===== config.mk =====
export PLATFORM = sky130hd
export DESIGN_NAME = d_sramlike_bridge
export DESIGN_NICKNAME = d
export VERILOG_FILES = /design/src/rtl/d_sramlike_bridge_pkg.sv /design/src/rtl/d_sramlike_bridge_wen_to_size.sv /design/src/rtl/d_sramlike_bridge.sv
export SDC_FILE = /design/constraint.sdc
export NUM_CORES = 1
export LEC_CHECK = 0
export CORE_AREA = 2 2 80 82
export CTS_CLUSTER_DIAMETER = 200
export CTS_CLUSTER_SIZE = 30
export DETAILED_ROUTE_END_ITERATION = 10
export DIE_AREA = 0 0 82 84
export DONT_BUFFER_PORTS = 1
export GPL_ROUTABILITY_DRIVEN = 0
export HOLD_SLACK_MARGIN = 0.06
export SLEW_MARGIN = 0
export SYNTH_ARGS = -nofsm -noshare
export SYNTH_HDL_FRONTEND = slang
export SYNTH_HIERARCHICAL = 1
export SYNTH_SLANG_ARGS = --single-unit
export TNS_END_PERCENT = 10

===== constraint.sdc =====
create_clock -name clk -period 1.8 [get_ports clk]
set_input_delay 0.18 -clock clk [delete_from_list [all_inputs] [get_ports clk]]
set_output_delay 0.18 -clock clk [all_outputs]
set_load 0.01 [all_outputs]

===== src/rtl/d_sramlike_bridge_pkg.sv =====
// Shared defines for the CPU data/instruction bridges: FSM encoding and
// sram-like transfer size codes.
package d_sramlike_bridge_pkg;

  typedef enum logic [1:0] {
    ST_IDLE = 2'd0,
    ST_WAIT = 2'd1,
    ST_HOLD = 2'd2
  } bridge_state_t;

  localparam logic [1:0] SIZE_B = 2'd0;
  localparam logic [1:0] SIZE_H = 2'd1;
  localparam logic [1:0] SIZE_W = 2'd2;

endpackage


===== src/rtl/d_sramlike_bridge_wen_to_size.sv =====
// Byte-strobe to sram-like transfer size map. A read (no strobes) and any
// irregular strobe pattern both request a full word.
module wen_to_size
  import d_sramlike_bridge_pkg::*;
(
  input  logic [3:0] wen,
  output logic [1:0] size
);

  always_comb begin
    size = SIZE_W;
    case (wen)
      4'b0001, 4'b0010, 4'b0100, 4'b1000: size = SIZE_B;
      4'b0011, 4'b1100:                   size = SIZE_H;
      default:                            size = SIZE_W;
    endcase
  end

endmodule


===== src/rtl/d_sramlike_bridge.sv =====
// CPU data port to sram-like bus bridge: one outstanding transfer, load data
// held until the pipeline advances past the access.
//
// state   | meaning
// IDLE    | no transaction, or request being offered to the slave
// WAIT    | address accepted, waiting for data_ok
// HOLD    | transfer done, result held until the pipeline stops stalling
module d_sramlike_bridge
  import d_sramlike_bridge_pkg::*;
(
  input  logic        clk,
  input  logic        resetn,
  input  logic        cpu_data_en,
  input  logic [3:0]  cpu_data_wen,
  input  logic [31:0] cpu_data_addr,
  input  logic [31:0] cpu_data_wdata,
  output logic [31:0] cpu_data_rdata,
  input  logic        cpu_longest_stall,
  output logic        d_stall,
  output logic        data_req,
  output logic        data_wr,
  output logic [1:0]  data_size,
  output logic [31:0] data_addr,
  output logic [31:0] data_wdata,
  input  logic        data_addr_ok,
  input  logic        data_data_ok,
  input  logic [31:0] data_rdata
);

  bridge_state_t state, state_nxt;

  always_ff @(posedge clk) begin
    if (!resetn) begin
      state          <= ST_IDLE;
      cpu_data_rdata <= 32'h0;
    end else begin
      state <= state_nxt;
      // Writes latch too, so the held value always reflects the last transfer.
      if (state == ST_WAIT && data_data_ok)
        cpu_data_rdata <= data_rdata;
    end
  end

  always_comb begin
    state_nxt = state;
    data_req  = cpu_data_en && (state == ST_IDLE);
    d_stall   = cpu_data_en && (state != ST_HOLD);
    case (state)
      ST_IDLE: if (data_req && data_addr_ok) state_nxt = ST_WAIT;
      // Completes even if cpu_data_en has dropped, so no transfer is orphaned.
      ST_WAIT: if (data_data_ok)             state_nxt = ST_HOLD;
      ST_HOLD: if (!cpu_longest_stall)       state_nxt = ST_IDLE;
      default:                               state_nxt = ST_IDLE;
    endcase
  end

  assign data_wr    = |cpu_data_wen;
  assign data_addr  = cpu_data_addr;
  assign data_wdata = cpu_data_wdata;

  wen_to_size u_wen_to_size (
    .wen  (cpu_data_wen),
    .size (data_size)
  );

endmodule


==> impl_metrics.env <==
export IMPL_wl_met3_um=441
export IMPL_pwr_share_seq=0.520
export IMPL_slew_viol_final=0
export IMPL_die_width_um=82
export IMPL_drt_iter0_drc=19
export IMPL_setup_worst_path_start_class="flip-flop"
export IMPL_cp_startpoint="state[0]"
export IMPL_syn_to_final_growth_pct=-0.323
export IMPL_pin_count=207
export IMPL_grt_max_degree=66
export IMPL_antenna_found_initial=0
export IMPL_clkPwrFrac=0.376
export IMPL_combinationalPowerShare=0.105
export IMPL_fmax_ghz=0.788
export IMPL_cp_endpoint="state[0]"
export IMPL_cts_made_buffers=5
export IMPL_io_buffers=0
export IMPL_wl_per_cell_um=12.6
export IMPL_cts_sinks=34
export IMPL_fin_skew_ps=3.50
export IMPL_min_period_ps=1270
export IMPL_clock_root_buffer="clkbuf_8"
export IMPL_yosysSeqAreaShare=0.351
export IMPL_finalSetupViolCount=0
export IMPL_rr_endpoint="state[0]"
export IMPL_synth_nets=327
export IMPL_final_common_cell="nand2_1"
export IMPL_rsz0062_at_grt="no"
export IMPL_drc=0
export IMPL_slew_headroom=0.743
export IMPL_drive_gt1_frac=0.0632
export IMPL_hold_violations=0
export IMPL_end_kind="flip-flop"
export IMPL_period_share=0.705
export IMPL_row_count=29
export IMPL_hpwlAfterDp_mm=2.09
export IMPL_wirelength_mm=3.36
export IMPL_yosysTopAreaCell="dfxtp_1"
export IMPL_die_y_um=84
export IMPL_layout_common_cells="nand2_1 (64), dfxtp_1 (34), dlygate4sd3_1 (34)"
export IMPL_path_clk_slew_ps=70
export IMPL_power_density_mw_per_mm2=792
export IMPL_synthTopCellsByArea="dfxtp_1 (35%), buf_4 (25%), mux2i_1 (17%)"
export IMPL_start_util=0.318
export IMPL_fillers=612
export IMPL_power_switching_uw=356
export IMPL_outcome="complete, no violations"
export IMPL_cts_hold_buf=35
export IMPL_clk_latency_ps=280
export IMPL_dr_max_layer_used="met4"
export IMPL_r2r_start="state[0]"
export IMPL_grt_pass1_vias=1157
export IMPL_p_total_mw=1.53
export IMPL_yosys_area_top_type_share=0.351
export IMPL_ys_ff_latch=34
export IMPL_grt_pass1_wl_mm=4.93
export IMPL_switching_share=0.233
export IMPL_final_setup_tns_ps=0
export IMPL_ir_drop_mv=0.255
export IMPL_cts_resized=0
export IMPL_tightestPinTransition_ps=382
export IMPL_synth_cell_types=23
export IMPL_netlist_area_sq_mm=0.00194
export IMPL_met1Wirelength_mm=1.28
export IMPL_cts_setup_buffers=0
export IMPL_synth_warning_count=6
export IMPL_viasPerCell=4.43
export IMPL_cp_data_arrival_time_ps=1480
export IMPL_die_area_sq_mm=0.00689
export IMPL_first_pass_iters=4
export IMPL_syn_area_per_cell_sq_um=8.78
export IMPL_drv_cap=0
export IMPL_p_leak_nw=0.696
export IMPL_r2r_slack_ps=530
export IMPL_worst_r2r_path_depth=3
export IMPL_dr_total_vias=1182
export IMPL_cts_tree="built"
export IMPL_hold_start="resetn"
export IMPL_crit_type="reg2reg"
export IMPL_grt_ovfl_total=0
export IMPL_hold_class="in2reg"
export IMPL_antenna_cells=0
export IMPL_cts_htree_levels=2
export IMPL_grtUsageTotal=0.0928
export IMPL_critPathMaxFanout=6
export IMPL_ant_nets=0
export IMPL_coreArea_sq_mm=0.00610
export IMPL_met2RoutedLength_mm=1.51
export IMPL_clockBufferDepth=2
export IMPL_intPower_mw=1.17
export IMPL_nNetsFinal=295
export IMPL_synth_cells=221
export IMPL_worstPathRequired_ps=2010
routing by layer:
metal | vias to the layer above | GRT usage
met5 | - | 0
met4 | 0 | 0.0591
met3 | 20 | 0.0498
met1 | 510 | 0.0827
li1 | 571 | -
met2 | 81 | 0.158
worst max-delay path, stage by stage (launching register included):
cell	delay [ps]
dfxtp_1	350
nand3b_1	160
dlygate4sd3_1	550
a21oi_1	140
cells in the mapped netlist, drive strengths merged:
master  number
nor2         2
nand2       64
nand2b       2
clkbuf       5
and3b        2
nor4bb       1
o21a         1
a21boi       1
xnor2        1
buf         70
nand3b       1
a31o         1
inv          1
mux2i       32
dfxtp       34
nor3b        1
a21oi        1
or4          1
cell type report:
| type | count | area, sq um | area share |
|---|---|---|---|
| clock buffer | 7 | 86.3 | 0.0447 |
| clock inverter | 1 | 5.00 | 0.00259 |
| inverter | 1 | 3.75 | 0.00194 |
| multi-input combinational | 111 | 673 | 0.348 |
| sequential | 34 | 681 | 0.352 |
| tap | 77 | 96.3 | 0.0498 |
| timing repair buffer | 36 | 388 | 0.201 |
power groups by stage:
stage / Clock, mW / Sequential, mW / Combinational, mW
global route: 0.633 / 0.799 / 0.177
finish: 0.575 / 0.796 / 0.160
floorplan: 0 / 0.810 / 0.242
CTS: 0.618 / 0.796 / 0.162
global placement: 0 / 0.813 / 0.0747
detailed placement: 0 / 0.813 / 0.0774
registers in the layout, indices dropped and copies added (netlist names):
name and count:
state 2, cpu_data_rdata 32
logic make-up (layout without fill, tap and decap cells):
logic type | count (synthesis) | after routing | share of synthesized area
compound gates | 4 | 4 | 0.0148
flops | 34 | 34 | 0.351
mux | 32 | 32 | 0.165
buf+inv | 76 | 45 | 0.303
xor+xnor | 1 | 1 | 0.00452
simple gates | 74 | 74 | 0.162
through the flow:
stage | hold WS [ps] | setup slack, ps | cell area [sq um] | std cells | util
floorplan | 322 | 722 | 1940 | 221 | -
finish | 67.6 | 530 | 1930 | 267 | 0.317
CTS | 60.4 | 525 | 1930 | 267 | 0.317
detailed placement | 317 | 643 | 1470 | 224 | 0.242
global placement | 310 | 688 | 1470 | 224 | 0.242
global route | 76.1 | 442 | 1930 | 267 | 0.317
how the worst min path moves through the flow:
stage / endpoint / slack (ps) / depth (start not counted)
6_report: cpu_data_rdata[0] / 70 / 2
3_3_place_gp: state[1] / 310 / 1
5_1_grt: state[0] / 80 / 2
3_5_place_dp: state[1] / 320 / 1
2_1_floorplan: cpu_data_rdata[0] / 320 / 2
4_1_cts: state[0] / 60 / 2
Power figures use the tool's default switching activity.
